### src/rtl/if_fetch_stage.sv
// if_fetch_stage: PC owner and imem requester feeding IF/ID, with branch redirect and freeze.
// Define IF_FETCH_BUF_EN to capture a response that arrives during freeze instead of refetching it.
module if_fetch_stage #(
  parameter logic [31:0] RESET_PC = 32'h0000_0000,
  parameter logic [31:0] PC_STEP  = 32'd4
) (
  input  logic        clk,
  input  logic        rst,
  input  logic        freeze,
  input  logic        Br_taken,
  input  logic [31:0] Br_target,
  output logic        imem_req,
  output logic [31:0] imem_addr,
  input  logic        imem_ready,
  input  logic [31:0] imem_rdata,
  output logic [31:0] instruction,
  output logic        inst_valid,
  output logic [31:0] pc_out
);
`ifdef IF_FETCH_BUF_EN
  typedef enum logic [1:0] {RUN, DISCARD, HOLD} state_t;
  logic [31:0] r_buf;
`else
  typedef enum logic {RUN, DISCARD} state_t;
`endif
  state_t      r_state;
  logic [31:0] r_pc;
  logic [31:0] r_pend;
  logic        w_take;
  logic        w_hold;
  logic [31:0] w_buf;

  assign w_take = Br_taken & ~freeze;
`ifdef IF_FETCH_BUF_EN
  assign w_hold = r_state == HOLD;
  assign w_buf  = r_buf;
`else
  assign w_hold = 1'b0;
  assign w_buf  = '0;
`endif

  always_comb begin
    imem_req    = ~rst & ~w_hold;
    imem_addr   = r_pc;
    pc_out      = r_pc;
    inst_valid  = ~rst & ((r_state == RUN & imem_ready & ~freeze & ~Br_taken) | (w_hold & ~w_take));
    instruction = inst_valid ? (w_hold ? w_buf : imem_rdata) : '0;
  end

  always_ff @(posedge clk or posedge rst) begin
    if (rst) begin
      r_pc    <= RESET_PC;
      r_state <= RUN;
      r_pend  <= '0;
`ifdef IF_FETCH_BUF_EN
      r_buf   <= '0;
`endif
    end else begin
      case (r_state)
        RUN: begin
          if (imem_ready & ~freeze)
            r_pc <= Br_taken ? Br_target : r_pc + PC_STEP;
          else if (w_take) begin
            r_pend  <= Br_target;
            r_state <= DISCARD;
          end
`ifdef IF_FETCH_BUF_EN
          else if (imem_ready) begin
            r_buf   <= imem_rdata;
            r_state <= HOLD;
          end
`endif
        end
        // the outstanding request must complete before the redirect takes effect
        DISCARD: begin
          if (w_take)
            r_pend <= Br_target;
          if (imem_ready) begin
            r_pc    <= w_take ? Br_target : r_pend;
            r_state <= RUN;
          end
        end
`ifdef IF_FETCH_BUF_EN
        HOLD: begin
          if (~freeze) begin
            r_pc    <= Br_taken ? Br_target : r_pc + PC_STEP;
            r_state <= RUN;
          end
        end
`endif
        default: r_state <= RUN;
      endcase
    end
  end
endmodule

### config.mk
export PLATFORM = sky130hd
export DESIGN_NAME = if_fetch_stage
export DESIGN_NICKNAME = d
export VERILOG_FILES = /design/src/rtl/if_fetch_stage.sv
export SDC_FILE = /design/constraint.sdc
export NUM_CORES = 1
export LEC_CHECK = 0
export ABC_AREA = 1
export BUFFER_PORTS_ARGS = -buffer_cell sky130_fd_sc_hd__buf_2
export CAP_MARGIN = 25
export CORE_MARGIN = 4
export CORE_UTILIZATION = 53
export CTS_BUF_LIST = sky130_fd_sc_hd__clkbuf_4 sky130_fd_sc_hd__clkbuf_8
export CTS_CLUSTER_DIAMETER = 150
export CTS_CLUSTER_SIZE = 30
export DETAILED_ROUTE_END_ITERATION = 8
export GPL_TIMING_DRIVEN = 1
export PLACE_DENSITY = 0.84
export SYNTH_ARGS = -nofsm -noshare
export SYNTH_HDL_FRONTEND = slang
export SYNTH_SLANG_ARGS = --single-unit
### constraint.sdc
create_clock -name clk -period 2.55 [get_ports clk]
set_input_delay 0.51 -clock clk [delete_from_list [all_inputs] [get_ports clk]]
set_output_delay 0.51 -clock clk [all_outputs]
set_load 0.01 [all_outputs]
## Yosys cells after proc, flatten, opt, wreduce, memory -nomap -nowiden

Cells that the tools add are included.
Widths: inputs -> output; s select.

| storage, ports and cells | value |
|---|---|
| register bits after elaboration | 65 |
| input port bits | 69 |
| output and inout bits | 98 |

| operators by class | value |
|---|---|
| add/subtract/negate cells | 1 |
| equal/unequal tests | 3 |
| mux-type cells | 12 |
| bitwise logic cells | 10 |
| reduce and logical (&&, ||, !) cells | 1 |

Operators with widths:

| operator | number |
|---|---|
| $mux 32 | 6 |
| $pmux 32 s2 | 2 |
| $add 32x3->32 const B | 1 |
| $and 1x1->1 | 6 |
| $ne 2x2->1 const B | 2 |
| $not 1->1 | 4 |
| $mux 1 | 3 |
| $ne 2x1->1 const B | 1 |
| $pmux 1 s2 | 1 |
| $reduce_and 2->1 | 1 |

## Depth between registers and ports, before layout

| logic depth | value |
|---|---|
| depth in word-level cells | 6 |
| mapped depth | 11 |
| depth with buffers taken out | 11 |

## Worst setup path before layout

No wires, ideal clock.

| timing path | value |
|---|---|
| path type | in2out |
| from | input port rst |
| to | output port imem_req |
| arrival | 1910 ps |
| required time | 2040 ps |
| slack | 130 ps |
| cell stages on the path | 1 |
| cell sequence | inv_1 |

| on the way | value |
|---|---|
| longest elaborated chain between the ends | 1 |

RTL lines:

| what | line | RTL |
|---|---|---|
| from (decl) | 8 | `input logic rst,` |
| $not 1->1 | 43 | `imem_req = ~rst & ~w_hold;` |
| to (decl) | 12 | `output logic imem_req,` |

No other way between the ends.

## Worst setup path after layout

| timing path | value |
|---|---|
| from | register r_state |
| to | output port instruction[31] |

| on the way | value |
|---|---|
| longest elaborated chain between the ends | 6 |

RTL lines:

| what | line | RTL |
|---|---|---|
| from (decl) | 26 | `state_t r_state;` |
| from (signal assigned) | 53 | `r_state <= RUN;` |
| from (signal assigned) | 65 | `r_state <= DISCARD;` |
| from (signal assigned) | 80 | `r_state <= RUN;` |
| $not 1->1 | n/a |  |
| $and 1x1->1 (4 in series) | 46 | `inst_valid = ~rst & ((r_state == RUN & imem_ready & ~freeze & ~Br_taken) \| (w_hold & ~w_take));` |
| $mux 32 | 47 | `instruction = inst_valid ? (w_hold ? w_buf : imem_rdata) : '0;` |
| to (decl) | 16 | `output logic [31:0] instruction,` |

No other way between the ends.

==> out/qor.csv <==
metric,value,unit
Inst Count DP,998,
final total power,3.39,mW
hold crit path type,in2reg,
Post-Route Utilization,0.645,
P_leak,3.29,nW
Syn Area/Cell,6.21,µm²
vias in the first global route,4329,
fraction of registers with async set/reset,1.00,
Rows,34,
Power Density,598,mW/mm²
I/O pins,167,
Mapped Cells,778,
Initial Util,0.549,
Mapped Area,0.00483,mm²
Root Driver,clkbuf_8,
WP data arrival,1720,ps
setup violators final,0,
Post-CTS Resized,0,
Area Growth Syn to Fin,17.4,%
Post-synth EDFFs,0,
"Net count, final",971,
worst clock skew,6.50,ps
register area share after synthesis,0.337,
Syn Nets,848,
# port buffers,166,
Max Cap Viol,0,
RePlAce Congestion,0.904,
Num Clock Sinks,65,
ANT nets after route,0,
average via count per standard cell,5.12,
Final period util,0.874,
Initial DRT Pass Iterations,6,
proportion of layout cells with a drive suffix above 1,0.240,
Total Die Area,0.0107,mm²
setup TNS,0,ps
grt total ovfl,0,
Total GRT Usage,0.258,
Core ar.,0.00881,mm²
n_diodes,0,
Worst setup SP type,flip-flop,
Period minus WS final,2230,ps
Post-CTS Repair Setup Buffers,0,
Worst setup EP type,output port,
largest net degree at the start of global routing,66,
hold-fix buffers at CTS,0,
commonest register cell after synthesis,dfrtp_1,
"Reg clk slew, reported paths",70,ps
CTS buffer count,9,
first-pass GRT wire length,21400,µm
"Worst Path Class, Setup",reg2out,
required time worst endpoint,2040,ps
"Clk Latency, worst-skew pair",340,ps
Clock Tree Buf Depth,2,
die outline height,103,µm
Post-Route WL,14000,µm
DP Wirelength,10300,µm
Netlist cell types,29,
VDD IR max,0.381,mV
Iter 0 DRT Violations,476,
routed vias,5190,
Synth Register Bits,65,
outcome,"finished, final reports clean",
DRC violations left,0,
worst slew pin tran,847,ps
Final Max Tran Viols,0,
Synthesis Warnings,0,
Filler cells,830,
htree depth,3,
endpoints failing hold,0,
f_max,448,MHz
Routed WL per cell,13.8,µm
crit-path max FO,32,
final std cells w/o fill,1013,
CTS tree,done,
Slew HR,0.435,
unrepaired setup endpoints after global routing,no,
initial antenna violation count,0,
Die X,103,µm
cells by family (layout without fill, tap and decap cells):
| family | after synthesis | after routing | synth area share |
|---|---|---|---|
| XOR/XNOR | 4 | 4 | 0.00725 |
| flip-flops | 65 | 65 | 0.337 |
| AO/OA/AOI/OAI | 128 | 128 | 0.142 |
| buffers and inverters | 178 | 305 | 0.169 |
| AND/OR/NAND/NOR | 402 | 402 | 0.343 |
| adder cells (fa/ha/maj) | 1 | 1 | 0.00259 |
through the flow:
step	hold slack (ps)	instance area (µm²)	worst slack (ps)
after floorplan	449	4830	130
after global placement	462	5490	429
after detailed placement	465	5490	407
after CTS	313	5680	285
after global routing	330	5680	159
final	321	5680	320
power by group:
group          switching [mW]  internal, mW
Clock                   0.404         0.440
Combinational           0.680         0.425
Sequential              0.221          1.22
Total                    1.31          2.09
routing by layer:
layer  vias up  track usage  wire [µm]
met5         -            0          0
met4         0       0.0886        269
met3        23       0.0268       1460
met2       307        0.404       6370
met1      2246        0.372       5920
li1       2614            -          -
layout by cell type (no fill, tap or decap), types with 7 or more instances in the layout:
cell type	instances
nand2_1	226
buf_2	166
inv_1	107
nor2_1	103
dfrtp_1	65
o21ai_0	57
nand3_1	49
a21oi_1	47
buf_4	11
clkbuf_8	9
a31oi_1	7
state kept, by name, indices dropped and copies added, names as in the netlist:
signal / cells
r_state: 1
r_pend: 32
imem_addr: 32
worst max-delay path: stages (launching register included):
cell     delay [ps]
dfrtp_1         390
nor3_2          230
inv_2            70
nor3_2          170
inv_2           230
nor2_1          140
buf_2           140
cells in the mapped netlist (3+ instances only):
library cell / instances / share of area
nor2_4: 3 / 0.0070
o21bai_1: 6 / 0.0093
inv_1: 108 / 0.084
a31oi_1: 7 / 0.0091
dfrtp_1: 65 / 0.34
buf_2: 12 / 0.012
nand2_1: 226 / 0.18
nor2_1: 103 / 0.080
o211ai_1: 3 / 0.0047
clkbuf_1: 16 / 0.012
buf_4: 35 / 0.054
o21ai_1: 4 / 0.0041
o22ai_1: 3 / 0.0039
a21oi_1: 47 / 0.049
or2_1: 4 / 0.0052
nor2_2: 6 / 0.0078
or2_2: 4 / 0.0052
o21ai_0: 57 / 0.059
nand3_1: 49 / 0.051
inv_2: 5 / 0.0039
final cells by class:
class                           count  area [µm²]  share of cell area
Inverter                          113         424              0.0747
Clock buffer                        9         124              0.0218
Sequential cell                    65        1630               0.287
Timing Repair Buffer              177         913               0.161
Clock inverter                      6        60.1              0.0106
Multi-Input combinational cell    535        2390               0.422
Tap cell                          108         135              0.0238
worst paths after layout:
check,to,slack [ps],cells after the start,from
max,instruction[31],320,6,r_state
min,r_state,320,2,imem_ready
max reg2reg,imem_addr[15],630,8,r_state
min reg2reg,r_pend[8],490,2,r_pend[8]
max in group asynchronous,imem_addr[17],1540,3,rst
min in group asynchronous,r_state,460,3,rst
Power figures use the tool's default switching activity.
